### config.mk
export PLATFORM = sky130hd
export DESIGN_NAME = mem_instr_sequencer
export DESIGN_NICKNAME = d
export VERILOG_FILES = /design/src/rtl/mem_instr_sequencer.sv
export SDC_FILE = /design/constraint.sdc
export NUM_CORES = 1
export LEC_CHECK = 0
export BUFFER_PORTS_ARGS = -buffer_cell sky130_fd_sc_hd__buf_2
export CAP_MARGIN = 40
export CORE_MARGIN = 5
export CORE_UTILIZATION = 38
export CTS_BUF_LIST = sky130_fd_sc_hd__clkbuf_8
export DETAILED_ROUTE_END_ITERATION = 7
export PLACE_DENSITY = 0.78
export REMOVE_ABC_BUFFERS = 1
export SYNTH_ARGS = -nofsm -noshare
export SYNTH_HDL_FRONTEND = slang
export SYNTH_SLANG_ARGS = --single-unit
### constraint.sdc
create_clock -name clock -period 1.55 [get_ports clock]
set_input_delay 0 -clock clock [delete_from_list [all_inputs] [get_ports clock]]
set_output_delay 0 -clock clock [all_outputs]
set_load 0.01 [all_outputs]
### src/rtl/mem_instr_sequencer.sv
// rtl/mem_instr_sequencer.sv - multi-cycle control FSM for ld/ldi/st with memory wait states,
// access timeout, illegal-opcode trap and back-to-back issue.
module mem_instr_sequencer #(
  parameter int                   DATA_WIDTH = 32,
  parameter int                   OPC_MSB    = 31,
  parameter int                   OPC_W      = 5,
  parameter int                   ALU_OP_W   = 5,
  parameter logic [ALU_OP_W-1:0]  ALU_ADD    = ALU_OP_W'(2),
  parameter logic [OPC_W-1:0]     OP_LD      = OPC_W'(0),
  parameter logic [OPC_W-1:0]     OP_LDI     = OPC_W'(1),
  parameter logic [OPC_W-1:0]     OP_ST      = OPC_W'(2),
  parameter int                   MAX_WAIT   = 15
) (
  input  logic                  clock,
  input  logic                  clear,
  input  logic                  start,
  input  logic [DATA_WIDTH-1:0] ir,
  input  logic                  mem_ready,
  output logic                  PCout,
  output logic                  Zlowout,
  output logic                  MDRout,
  output logic                  Cout,
  output logic                  BAout,
  output logic                  Rout,
  output logic                  MARin,
  output logic                  Zlowin,
  output logic                  PCin,
  output logic                  MDRin,
  output logic                  IRin,
  output logic                  Yin,
  output logic                  Rin,
  output logic                  IncPC,
  output logic                  Read,
  output logic                  Write,
  output logic                  Gra,
  output logic                  Grb,
  output logic [ALU_OP_W-1:0]   alu_op,
  output logic                  busy,
  output logic                  done,
  output logic                  illegal_op,
  output logic                  mem_timeout
);

  localparam int CNT_W = $clog2(MAX_WAIT + 1);

  typedef enum logic [3:0] {
    S_IDLE, S_T0, S_T1, S_T2, S_T3, S_T4,
    S_LD5, S_LD6, S_LD7, S_LDI5,
    S_ST5, S_ST6, S_ST7, S_ERR, S_TOUT
  } state_t;

  state_t             state_q, state_d;
  logic [CNT_W-1:0]   wait_cnt_q, wait_cnt_d;
  logic [OPC_W-1:0]   op_q, op_d;
  logic               access_st;

  always_ff @(posedge clock) begin
    if (clear) begin
      state_q    <= S_IDLE;
      wait_cnt_q <= '0;
      op_q       <= '0;
    end else begin
      state_q    <= state_d;
      wait_cnt_q <= wait_cnt_d;
      op_q       <= op_d;
    end
  end

  assign access_st = (state_q == S_T1) || (state_q == S_LD6) || (state_q == S_ST7);

  always_comb begin
    state_d    = state_q;
    wait_cnt_d = '0;
    op_d       = op_q;
    if (access_st && !mem_ready) begin
      // Hold the access; the cycle that finds the counter saturated traps instead.
      if (wait_cnt_q == CNT_W'(MAX_WAIT)) state_d = S_TOUT;
      else wait_cnt_d = wait_cnt_q + CNT_W'(1);
    end else begin
      unique case (state_q)
        S_IDLE: if (start) state_d = S_T0;
        S_T0:   state_d = S_T1;
        S_T1:   state_d = S_T2;
        S_T2:   state_d = S_T3;
        S_T3: begin
          state_d = S_T4;
          op_d    = ir[OPC_MSB -: OPC_W];
        end
        S_T4: begin
          if (op_q == OP_LD)       state_d = S_LD5;
          else if (op_q == OP_LDI) state_d = S_LDI5;
          else if (op_q == OP_ST)  state_d = S_ST5;
          else                     state_d = S_ERR;
        end
        S_LD5:  state_d = S_LD6;
        S_LD6:  state_d = S_LD7;
        S_ST5:  state_d = S_ST6;
        S_ST6:  state_d = S_ST7;
        S_LD7, S_LDI5, S_ST7: state_d = start ? S_T0 : S_IDLE;
        default: state_d = S_IDLE;
      endcase
    end
  end

  always_comb begin
    PCout = 1'b0; Zlowout = 1'b0; MDRout = 1'b0; Cout = 1'b0; BAout = 1'b0; Rout = 1'b0;
    MARin = 1'b0; Zlowin = 1'b0; PCin = 1'b0; MDRin = 1'b0; IRin = 1'b0; Yin = 1'b0; Rin = 1'b0;
    IncPC = 1'b0; Read = 1'b0; Write = 1'b0; Gra = 1'b0; Grb = 1'b0;
    alu_op = '0;
    done = 1'b0; illegal_op = 1'b0; mem_timeout = 1'b0;
    busy = (state_q != S_IDLE);
    unique case (state_q)
      S_T0:   begin PCout = 1'b1; MARin = 1'b1; IncPC = 1'b1; Zlowin = 1'b1; end
      S_T1:   begin Zlowout = 1'b1; PCin = 1'b1; Read = 1'b1; MDRin = 1'b1; end
      S_T2:   begin MDRout = 1'b1; IRin = 1'b1; end
      S_T3:   begin Grb = 1'b1; BAout = 1'b1; Yin = 1'b1; end
      S_T4:   begin Cout = 1'b1; Zlowin = 1'b1; alu_op = ALU_ADD; end
      S_LD5:  begin Zlowout = 1'b1; MARin = 1'b1; end
      S_LD6:  begin Read = 1'b1; MDRin = 1'b1; end
      S_LD7:  begin MDRout = 1'b1; Gra = 1'b1; Rin = 1'b1; done = 1'b1; end
      S_LDI5: begin Zlowout = 1'b1; Gra = 1'b1; Rin = 1'b1; done = 1'b1; end
      S_ST5:  begin Zlowout = 1'b1; MARin = 1'b1; end
      S_ST6:  begin Gra = 1'b1; Rout = 1'b1; MDRin = 1'b1; end
      S_ST7:  begin Write = 1'b1; done = mem_ready; end
      S_ERR:  illegal_op = 1'b1;
      S_TOUT: mem_timeout = 1'b1;
      default: ;
    endcase
  end

endmodule
Yosys cells after proc, flatten, opt, wreduce, memory -nomap -nowiden
Cells that the tools add are included.

storage, ports and cells
  word-level logic and storage cells = 70
  bits in registers = 13
  output and inout port bits = 27
  input bits = 36

cells by class
  reduce and logical (&&, ||, !) cells = 19
  mux-type cells = 27
  add/subtract/negate cells = 1
  bitwise gates (word level) = 1
  equality and inequality tests = 19

operators by type and width
  cell                   count
  $pmux W4 S11           1
  $eq A4 B4 Y1 const B   8
  $mux W1                18
  $eq A4 B3 Y1 const B   4
  $mux W4                4
  $reduce_or A3 Y1       5
  $eq A4 B2 Y1 const B   2
  $reduce_or A2 Y1       4
  $mux W3                2
  $eq A5 B1 Y1 const B   1
  $eq A5 B2 Y1 const B   1
  $logic_not A5 Y1       1
  $add A4 B1 Y4 const B  1
  $eq A4 B1 Y1 const B   1
  $logic_not A4 Y1       1
  $reduce_and A2 Y1      2
  $reduce_bool A4 Y1     1
  $reduce_or A4 Y1       1
  $ne A3 B3 Y1 const B   1
  $logic_or A1 B1 Y1     2
  $mux W2                1
  $ne A2 B1 Y1 const B   1
  $pmux W1 S2            1
  $logic_and A1 B1 Y1    1
  2 further kinds        2

Longest topological paths before layout
  word-level depth = 6
  depth in mapped cells = 6
  mapped depth without buffers = 5

Least setup slack after synthesis
No wires, ideal clock.

  path kind = reg-to-reg
  start point = reg state_q[0]
  end point = reg state_q[3]
  buffers on the path = 0
  arrival = 1,514 ps
  setup time = 88 ps
  cell stages (with the launch flop) = 6
  path slack = -53 ps
  clock period less this slack = 1,603 ps
  data required time = 1,462 ps
  path through = dfxtp_1 or2_2 o32ai_4 mux2i_1 nor2_1 a311oi_2

between the ends
  word-level cells in the longest chain between the ends = 6
  elaborated cells between the ends (all ways) = 22
  those cells by class = eq/ne: 14; mux: 2; reduce/logical: 6

ends and longest elaborated chain
  what                                                                  RTL line  text
  from (decl)                                                           52        state_t state_q, state_d;
  from (signal assigned)                                                63        state_q <= state_d;
  parallel branches: the longest is 6 deep, another holds $pmux W4 S11  --

Several ways; the timed one is not identified.
A chain may end at the register's enable or synchronous reset.

Worst setup path in the final report
  start point = reg state_q[1]
  end point = reg state_q[3]

The elaborated chain is that of the path after synthesis.

==> flow_summary_export.csv <==
group,metric,value,unit
flow_run,cap_violations,0,
die,die-height,59.03,µm
synth,yosys_most_used_dff,"dfxtp_1",
synth,syn_inst,118,
power,power,2.778,mW
critical_path,crit_path_start_kind,"register",
layout,final_cell_mix,"buf_2 (31), nor2_1 (25), buf_4 (13)",
critical_path,path_delay_family,"simple AND/OR/NAND/NOR gates",
clocking,cts_tree,"built",
power,p_leak,0.6292,nW
routing,ant_nets,0,
grt,grt_pass1_wl,3857,µm
clocking,cts_made_buffers,3,
layout,final_cells,189,
critical_path,cp-end-kind,"register",
timing,skew,0.003153,ns
place,placed_area,1142,µm²
place,dp_cells,182,
synth,async_flop_share,0,%
synth,synth_top_area_share,28.49,%
routing,vias_per_cell,5.175,
layout,fin_area,1335,µm²
synth,netlist_area,913.4,µm²
critical_path,slowest_delay,0.40,ns
die,rows,17,
synth,synth_area_leaders,"dfxtp_1 (28%), nor2_1 (11%), buf_4 (7.4%)",
timing,whs,0.003406,ns
layout,seqCellArea,267.8,µm²
critical_path,critPathMaxFanout,4,
critical_path,cp_num_buf_inv,0,
grt,grt_pass1_vias,910,
layout,final_common_cell,"buf_2",
die,boundaryPins,63,
layout,antenna_cells,0,
clocking,clock_latency,0.24,ns
timing,tns,-0.05600,ns
place,port_buffers,31,
routing,routed_wl,2418,µm
routing,drt_iter0_markers,17,
critical_path,required,1.69,ns
timing,period_minus_slack,1.584,ns
die,coreArea,2255,µm²
timing,period_share,102.2,%
synth,ys_ff_latch,13,
clocking,htree_levels,1,
timing,max_freq,0.6313,GHz
layout,drive_gt1_share,48.45,%
synth,seq_area_frac_synth,28.49,%
critical_path,critical_path_class,"reg -> reg",
place,pre_cts_slack,-0.1320,ns
clocking,clock-root-buffer,"clkbuf_8",
routing,post_drt_wl_per_cell,12.79,µm
power,swShare,43.74,%
synth,yosysWarningCount,0,
power,pwr-share-seq,18.2,%
place,gp_congestion,0.8483,
power,power_switching,1.215,mW
grt,overflow,0,
place,hpwl,1767,µm
routing,firstDrtPassIters,4,
critical_path,cp_slowest_cell,"or3b_4",
layout,utilization,59.21,%
synth,synth_edf_count,0,
critical_path,r2r_setup_slack,-0.03,ns
critical_path,crit_chain,"or3b_4 > o32ai_4 > mux2i_4 > nor2_1 > a311oi_2",
layout,num-fill-cells,211,
timing,drv_slew,0,
synth,syn_area_per_cell,7.740,µm²
critical_path,worst_ep_arrival_time,1.73,ns
die,dieWidth,59.03,µm
power,power_frac_comb,71.5,%
grt,antenna_found_initial,0,
die,start_util,40.51,%
layout,final_net_count,199,
timing,hold_viol,0,
power,ir_drop,0.001302,V
grt,grt_usage,13.75,%
routing,via_count,978,
clocking,clockBufferDepth,2,
outcome,violations,"negative setup slack",
hold_path,hold_class,"in -> reg",
timing,setup_viol,2,
clocking,clkTransAtPathRegs,0.05,ns
layout,area_growth,46.16,%
power,internal-power,1.563,mW
synth,synthDistinctLibCells,38,
clocking,cts.sinks,13,
timing,rsz0062_at_grt,"true",
timing,worst_slack,-0.03411,ns
routing,drc,0,
die,die_area,3484,µm²
power,clockPowerShare,10.2,%
outcome,status,"finished with violations",
grt,grt_max_degree,14,
power,powerDensity,2081,nW/µm²
synth,yosys.area.top_type,"dfxtp_1",
layout,multiInputGateArea,620.6,µm²
-- state kept, by name (all words and copies together), names as in the netlist --
| register | cells |
|---|---|
| op_q | 5 |
| state_q | 4 |
| wait_cnt_q | 4 |
-- final timing paths --
kind / start / to / depth (start not counted)
min: ir[28] / op_q[1] / 3
max reg2reg: state_q[1] / state_q[3] / 5
min reg2reg: wait_cnt_q[0] / wait_cnt_q[0] / 1
max: state_q[1] / state_q[3] / 5
-- power groups by stage --
| stage | sequential [mW] | clock, mW | combinational (mW) |
|---|---|---|---|
| floorplan | 0.562 | 0 | 0.859 |
| CTS | 0.478 | 0.292 | 1.69 |
| global placement | 0.468 | 0 | 1.57 |
| detailed placement | 0.471 | 0 | 1.60 |
| global route | 0.516 | 0.311 | 2.15 |
| finish | 0.507 | 0.284 | 1.99 |
-- worst reg2reg max path, stage by stage (launching register included) --
cell	delay (ns)
dfxtp_2	0.35
or3b_4	0.40
o32ai_4	0.16
mux2i_4	0.32
nor2_1	0.07
a311oi_2	0.19
-- logic make-up after synthesis --
logic type               share of synthesized area (%)
flip-flops                                       28.49
multiplexers                                     6.576
AO/OA/AOI/OAI                                    15.89
buffers and inverters                            12.60
XOR/XNOR                                         4.659
AND/OR/NAND/NOR                                  30.00
adder cells (fa/ha/maj)                          1.370
other                                           0.4106
-- Yosys cell counts (2+ instances only) --
cell type and n:
inv_1 4, a21oi_1 6, a211oi_1 2, nand3_1 4, buf_2 2, or2_2 3, nand2b_1 3, nor3_1 4
nor2_1 26, nor2_2 2, xnor2_1 2, mux2i_1 6, clkbuf_1 2, nor2b_1 2, nand2_1 4, buf_4 9
o21ai_0 4, dfxtp_1 13
-- per-layer routing --
metal / track usage, % / wire length (µm) / vias up
met5: 0 / 0 / -
met4: 2.913 / 36 / 0
met3: 2.832 / 200 / 6
met2: 25.55 / 1190 / 38
met1: 16.03 / 991 / 460
li1: - / - / 474
-- timing repair --
item	CTS	global route
buffers inserted	1	2
endpoints found under the hold margin	1	0
pin swaps	4	7
hold buffers	1	0
resized for setup	11	20
endpoints found under the setup margin	5	10
-- cell type report --
cell class              instances  share of cell area (%)
multi-input cells              89                   46.49
repair buffers                 51                   26.05
flip-flops and latches         13                   20.06
clock buffers                   3                   3.093
well taps                      28                   2.624
inverters                       4                   1.406
clock inverters                 1                  0.2812
Power figures use the tool's default switching activity.
